[src/rtl/cpu_pkg.sv]
// Shared core constants and the multiplier FSM state encoding.
package cpu_pkg;

  localparam int unsigned REG_ADDR_W = 5;

  typedef enum logic [1:0] {
    MULT_IDLE = 2'd0,
    MULT_BUSY = 2'd1,
    MULT_DONE = 2'd2
  } mult_state_t;

endpackage

[src/rtl/mult_chunk_pp.sv]
// Combinational partial product: op_a times one multiplier chunk, shifted into
// position k*CHUNK_W and truncated to the accumulator width.
module mult_chunk_pp #(
  parameter int unsigned DATA_W  = 64,
  parameter int unsigned CHUNK_W = 16,
  parameter int unsigned ACC_W   = 64,
  parameter int unsigned CNT_W   = 2
) (
  input  logic [DATA_W-1:0]  op_a_i,
  input  logic [CHUNK_W-1:0] chunk_i,
  input  logic [CNT_W-1:0]   k_i,
  output logic [ACC_W-1:0]   pp_o
);

  logic [ACC_W-1:0] a_ext;
  logic [ACC_W-1:0] c_ext;
  logic [ACC_W-1:0] prod;

  always_comb begin
    a_ext = ACC_W'(op_a_i);
    c_ext = ACC_W'(chunk_i);
    prod  = a_ext * c_ext;
    pp_o  = prod << (k_i * CHUNK_W);
  end

endmodule

[src/rtl/mult_iter_unit.sv]
// Iterative EX-stage multiplier: consumes DATA_W/LATENCY multiplier bits per cycle.
// Define MULT_HIGH_EN to add hi_sel and a 2*DATA_W accumulator for MULHU.
module mult_iter_unit
  import cpu_pkg::*;
#(
  parameter int unsigned DATA_W     = 64,
  parameter int unsigned LATENCY    = 4,
  parameter int unsigned REG_ADDR_W = cpu_pkg::REG_ADDR_W
) (
  input  logic                  clk,
  input  logic                  arst_n,
  input  logic                  start,
  input  logic                  flush,
  input  logic [DATA_W-1:0]     op_a,
  input  logic [DATA_W-1:0]     op_b,
  input  logic [REG_ADDR_W-1:0] rd_in,
`ifdef MULT_HIGH_EN
  input  logic                  hi_sel,
`endif
  output logic                  stall,
  output logic [DATA_W-1:0]     result,
  output logic                  result_valid,
  output logic [REG_ADDR_W-1:0] rd_out
);

  localparam int unsigned CHUNK = DATA_W / LATENCY;
  localparam int unsigned CNT_W = (LATENCY > 1) ? $clog2(LATENCY) : 1;
`ifdef MULT_HIGH_EN
  localparam int unsigned ACC_W = 2 * DATA_W;
`else
  localparam int unsigned ACC_W = DATA_W;
`endif
  localparam logic [CNT_W-1:0] LAST = CNT_W'(LATENCY - 1);

  mult_state_t state_q, state_d;
  logic [CNT_W-1:0]      count_q, count_d;
  logic [DATA_W-1:0]     a_q, a_d, b_q, b_d;
  logic [REG_ADDR_W-1:0] rd_q, rd_d, rd_out_q, rd_out_d;
  logic [ACC_W-1:0]      acc_q, acc_d;
  logic [DATA_W-1:0]     res_q, res_d;
`ifdef MULT_HIGH_EN
  logic                  hi_q, hi_d;
`endif

  logic [CHUNK-1:0]  chunk;
  logic [ACC_W-1:0]  pp;
  logic [ACC_W-1:0]  acc_sum;
  logic [DATA_W-1:0] res_sel;

  mult_chunk_pp #(
    .DATA_W  (DATA_W),
    .CHUNK_W (CHUNK),
    .ACC_W   (ACC_W),
    .CNT_W   (CNT_W)
  ) u_pp (
    .op_a_i  (a_q),
    .chunk_i (chunk),
    .k_i     (count_q),
    .pp_o    (pp)
  );

  always_comb begin
    chunk   = CHUNK'(b_q >> (count_q * CHUNK));
    acc_sum = acc_q + pp;
`ifdef MULT_HIGH_EN
    res_sel = hi_q ? acc_sum[ACC_W-1:DATA_W] : acc_sum[DATA_W-1:0];
`else
    res_sel = acc_sum;
`endif
  end

  always_ff @(posedge clk or negedge arst_n) begin
    if (!arst_n) state_q <= MULT_IDLE;
    else         state_q <= state_d;
  end

  always_comb begin
    state_d = state_q;
    case (state_q)
      MULT_IDLE, MULT_DONE: begin
        if (flush)      state_d = MULT_IDLE;
        else if (start) state_d = MULT_BUSY;
        else            state_d = MULT_IDLE;
      end
      MULT_BUSY: begin
        if (flush)                 state_d = MULT_IDLE;
        else if (count_q == LAST)  state_d = MULT_DONE;
      end
      default: state_d = MULT_IDLE;
    endcase
  end

  // The result register loads on the final BUSY edge so it is stable for the
  // whole DONE cycle; a flush in that cycle leaves the previous result in place.
  always_comb begin
    count_d  = count_q;
    a_d      = a_q;
    b_d      = b_q;
    rd_d     = rd_q;
    acc_d    = acc_q;
    res_d    = res_q;
    rd_out_d = rd_out_q;
`ifdef MULT_HIGH_EN
    hi_d     = hi_q;
`endif
    if (state_q != MULT_BUSY && !flush && start) begin
      a_d     = op_a;
      b_d     = op_b;
      rd_d    = rd_in;
      acc_d   = '0;
      count_d = '0;
`ifdef MULT_HIGH_EN
      hi_d    = hi_sel;
`endif
    end else if (state_q == MULT_BUSY && !flush) begin
      acc_d   = acc_sum;
      count_d = count_q + 1'b1;
      if (count_q == LAST) begin
        res_d    = res_sel;
        rd_out_d = rd_q;
      end
    end
  end

  always_ff @(posedge clk or negedge arst_n) begin
    if (!arst_n) begin
      count_q  <= '0;
      a_q      <= '0;
      b_q      <= '0;
      rd_q     <= '0;
      acc_q    <= '0;
      res_q    <= '0;
      rd_out_q <= '0;
`ifdef MULT_HIGH_EN
      hi_q     <= 1'b0;
`endif
    end else begin
      count_q  <= count_d;
      a_q      <= a_d;
      b_q      <= b_d;
      rd_q     <= rd_d;
      acc_q    <= acc_d;
      res_q    <= res_d;
      rd_out_q <= rd_out_d;
`ifdef MULT_HIGH_EN
      hi_q     <= hi_d;
`endif
    end
  end

  always_comb begin
    stall        = (start && state_q != MULT_BUSY) || (state_q == MULT_BUSY);
    result_valid = (state_q == MULT_DONE);
    result       = res_q;
    rd_out       = rd_out_q;
  end

endmodule

[config.mk]
export PLATFORM = sky130hd
export DESIGN_NAME = mult_iter_unit
export DESIGN_NICKNAME = d
export VERILOG_FILES = /design/src/rtl/cpu_pkg.sv /design/src/rtl/mult_chunk_pp.sv /design/src/rtl/mult_iter_unit.sv
export SDC_FILE = /design/constraint.sdc
export NUM_CORES = 2
export LEC_CHECK = 0
export ABC_CLOCK_PERIOD_IN_PS = 21600
export CAP_MARGIN = 20
export CORE_ASPECT_RATIO = 0.8
export CORE_UTILIZATION = 68
export DETAILED_ROUTE_END_ITERATION = 12
export PLACE_DENSITY_LB_ADDON = 0.3
export SLEW_MARGIN = 20
export SYNTH_ARGS = -nofsm -noshare
export SYNTH_HDL_FRONTEND = slang
export SYNTH_SLANG_ARGS = --single-unit
[constraint.sdc]
create_clock -name clk -period 21.6 [get_ports clk]
set_input_delay 4.32 -clock clk [delete_from_list [all_inputs] [get_ports clk]]
set_output_delay 4.32 -clock clk [all_outputs]
set_load 0.01 [all_outputs]
**Word level (Yosys, flattened, before mapping)**

Cells that the tools add are included.

- $add $sub $neg: 2
- Muxes and demuxes: 9
- Equality and inequality tests: 5
- Reductions and logical operators: 10
- $mul: 1
- Bitwise gates (word level): 1
- Shift operators: 2

Operators by type and width:

| operator | number |
|---|---|
| $mux 64 | 2 |
| $add 64x64->64 | 1 |
| $mul 64x16->64 | 1 |
| $shl 64x6->64 | 1 |
| $shr 64x6->16 | 1 |
| $mux 2 | 4 |
| $eq 2x2->1 const B | 2 |
| $logic_and 1x1->1 | 4 |
| $pmux 2 s2 | 1 |
| $ne 3x3->1 const B | 1 |
| $reduce_and 3->1 | 1 |
| $add 2x1->2 const B | 1 |
| $eq 2x1->1 const B | 1 |
| $logic_not 2->1 | 1 |
| $mux 1 | 2 |
| $ne 2x1->1 const B | 1 |
| $reduce_bool 2->1 | 1 |
| $reduce_or 2->1 | 1 |
| $logic_not 1->1 | 1 |
| $logic_or 1x1->1 | 1 |
| $not 1->1 | 1 |

- Register bits after elaboration: 270
- Logic and storage cells: 38

**Depth between registers and ports, before layout**

- Word-level depth: 6
- Depth in mapped cells: 45
- Mapped depth without buffers: 41

**By module**

From an unflattened synthesis, not the netlist that was laid out.

- Cell total of the unflattened synthesis: 4644
- Area, all modules: 42443.2 sq um

By module, submodules not included:

| module | cells an instance | times used | seq. area each (sq um) | area each (sq um) |
|---|---|---|---|---|
| mult_chunk_pp | 3323 | 1 | 0.0 | 27913.0 |
| mult_iter_unit | 1321 | 1 | 6756.5 | 14530.2 |

**Worst setup path before layout**

No wires, ideal clock.

- Path type: register -> register
- Start point: reg count_q[0]
- End point: reg res_q[63] (netlist: result[63])
- Cell stages (with the launch flop): 44
- Arrival: 9.851 ns
- Data required time: 21.535 ns
- Clock period less this slack: 9.916 ns
- Path slack: 11.684 ns
- Buffers on the path: 4
- Path through: dfrtp_1 > buf_6 > buf_6 > mux4_2 > clkbuf_1 > clkbuf_1 > nand2_1 > fa_1 > inv_1 > fa_1 > inv_1 > fa_1 > inv_1 > fa_1 > fa_1 > inv_1 > fa_1 > inv_1 > (+8 left out) > nor4_1 > or4b_2 > mux2i_1 > o221ai_1 > o21ai_0 > a21oi_1 > ha_1 > and3_1 > nand2_1 > nor2_1 > o211ai_1 > a31oi_1 > a211oi_1 > o311a_1 > xnor2_1 > and3_1 > o31ai_1 > o21a_1

- Longest elaborated chain between the ends: 4

Ends and longest elaborated chain:

| what | RTL line | RTL |
|---|---|---|
| from (decl) | mult_iter_unit.sv:36 | `logic [CNT_W-1:0] count_q, count_d;` |
| from (signal assigned) | mult_iter_unit.sv:138 | `count_q <= count_d;` |
| $shr 64x6->16 | mult_iter_unit.sv:63 | `chunk = CHUNK'(b_q >> (count_q * CHUNK));` |
| $mul 64x16->64 | mult_chunk_pp.sv:22 | `prod = a_ext * c_ext;` |
| $shl 64x6->64 | mult_chunk_pp.sv:23 | `pp_o = prod << (k_i * CHUNK_W);` |
| $add 64x64->64 | mult_iter_unit.sv:64 | `acc_sum = acc_q + pp;` |
| to (signal assigned) | mult_iter_unit.sv:143 | `res_q <= res_d;` |
| to (decl) | mult_iter_unit.sv:40 | `logic [DATA_W-1:0] res_q, res_d;` |

Parallel ways exist; a longest one is shown, timed or not.
A chain may end at the register's enable or synchronous reset.

**Worst setup path in the final report**

- Start point: reg count_q[1]
- End point: reg res_q[63] (netlist: result[63])

Same word-level chain as after synthesis.

==> metrics.cfg <==
[outcome]
status = finished, final reports clean

[drt]
drc = 0
wire_per_inst_um = 20.8
drtIter0Drc = 3163
drtPass1Iterations = 5
num_vias = 31800
ant_nets = 0
vias_per_cell = 6.03
wl_um = 110000

[worst_setup_path]
crit_path_max_fanout = 74
cp_common_cell = fa_1
cp_num_buf_inv = 3
cp.depth = 38
cp.required_ns = 22.10
worst_path_max_delay_cell = or4b_2
crit_type = flip-flop to flip-flop
cp-start-kind = flip-flop
path_delay_family = adder cells
cpPeakStageDelay_ns = 0.73
cp-end-kind = flip-flop
ff2ff_path_depth = 38
arrival_ns = 12.42

[sta]
setup_tns_ns = 0
period_share = 0.552
tightest_slew_ns = 0.987
clock_skew_ns = 0.0314
setup_violations = 0
drv_slew = 0
max_slew_margin = 0.340
period_minus_slack_ns = 11.92
max_freq_mhz = 83.9
rsz0062_at_grt = no
finalHoldViolCount = 0

[clock_network]
cts_setup_buffers = 0
cts_tree = yes
clkTransAtPathRegs_ns = 0.07
cts-resized-gates = 0
cts_max_path_buffers = 3
clock_latency_ns = 0.64
cts_hold_buffers = 0
htreeDepth = 1
cts_sinks = 270
cts_buffers = 29
cts-root-buf = clkbuf_16

[global_routing]
grt_pass1_vias = 33600
grt_start_max_net_pins = 109
grt-ovfl-total = 0
grt_usage = 0.378
antenna_found_initial = 2
grt_pass1_wl_um = 180000

[placement]
placed_area_um2 = 43100
io_buffers = 207
hpwl_um = 82600
gp_congestion = 0.993

[synthesis]
ys_ff_latch = 270
synth.largest_area_cell = fa_1
synth.avg_cell_area_um2 = 9.17
ys.warnings.count = 0
dominantRegCellSynth = dfrtp_1
synth_top_area_frac = 0.370
yosys-top-cells-area = fa_1 37%, dfrtp_1 17%, nand2_1 7.7%, inv_1 7.1%, ha_1 5.0%
synth_nets = 5495
synth_cells = 4442
ys_seq_area_frac = 0.166
synthArstFlopShare = 1.00
synth_edf_count = 0
synth_area_um2 = 40800
synth_cell_types = 72

[floorplan]
die_area_um2 = 60900
io_pins = 208
core_um2 = 58700
fp-row-count = 79
start_util = 0.694
die_y_um = 221
fp.dieW_um = 276

[layout]
finish.instance_area_um2 = 44200
n_fill_cell = 4118
nets = 5533
area_growth_pct = 8.42
layout_commonest_cell = nand2_1
drive_above_1_share = 0.0587
layout_common_cells = 835 x nand2_1, 767 x inv_1, 753 x fa_1

[worst_hold_path]
whs_path_depth = 2
min-delay-path-class = flip-flop to flip-flop

[flow_run]
cap_violations = 0

==> sequential cells by signal (all words and copies together), names as in the netlist <==
register	cells
a_q	64
acc_q	64
b_q	64
count_q	2
rd_out	5
rd_q	5
result	64
state_q	2
==> metal layers <==
metal / up-vias / track usage / part of all wire
met5: - / 0 / 0
met4: 0 / 0.118 / 0.032
met3: 274 / 0.0889 / 0.11
met2: 1830 / 0.583 / 0.46
met1: 16000 / 0.535 / 0.39
li1: 13700 / - / -
==> layout make-up <==
type,instances,area [µm²],share of cell area
multi-input cells,3171,30200,0.684
clock inverters,15,189,0.00428
well taps,769,962,0.0218
inverters,769,2890,0.0653
clock buffers,37,826,0.0187
flip-flops and latches,270,6760,0.153
diodes,2,5.00,0.000113
repair buffers,239,2330,0.0527
==> cells by family (layout without fill, tap and decap cells) <==
group,count (synthesis),in the layout,synth area share
adders and majority gates,916,916,0.420
AOI/OAI and AO/OA,569,569,0.0862
other,0,2,0
DFF,270,270,0.166
xor gates and xnor gates,144,144,0.0315
buffers and inverters,1001,1060,0.0930
and+or+nand+nor,1370,1370,0.152
muxes,172,172,0.0516
==> worst min-delay path, delay by kind of cell (launching register included) <==
kind	cells	cell delay [ns]
AOI/OAI and AO/OA	1	0.06
DFF	1	0.35
and+or+nand+nor	1	0.04
==> stage by stage <==
| step | utilization | hold WS [ns] | cells | setup WS (ns) |
|---|---|---|---|---|
| after floorplan | - | 0.456 | 4442 | 11.68 |
| after global placement | 0.735 | 0.461 | 5217 | 10.21 |
| after detailed placement | 0.735 | 0.469 | 5217 | 10.07 |
| after CTS | 0.752 | 0.484 | 5269 | 9.95 |
| after global routing | 0.752 | 0.503 | 5270 | 9.13 |
| final | 0.753 | 0.482 | 5272 | 9.68 |
==> Yosys cell counts (12+ instances only) <==
cell,n
xnor2_1,85
a21oi_1,139
and3_1,15
nand4_1,15
nor2b_1,23
mux2_2,144
o21bai_1,21
mux4_2,16
inv_1,767
mux2i_1,12
nand3_1,19
nand2_1,836
clkbuf_1,212
fa_1,753
nor2_1,107
o21a_1,15
nor3_1,20
o21ai_0,196
xor2_1,57
and2_1,290
ha_1,163
dfrtp_1,270
a211oi_1,17
nand2b_1,22
a21o_1,88
==> worst paths after layout <==
| path | start | to | slack (ns) |
|---|---|---|---|
| worst max-delay path | count_q[1] | result[63] | 9.68 |
| worst min-delay path | result[32] | result[32] | 0.48 |
| worst max register to register | count_q[1] | result[63] | 9.68 |
| worst min register to register | result[32] | result[32] | 0.48 |
| max in group asynchronous | arst_n | a_q[38] | 16.53 |
| min in group asynchronous | arst_n | rd_out[1] | 3.65 |
Power is not shown: default switching activity piles up to over one toggle a cycle in this logic, so the estimate is an artifact.
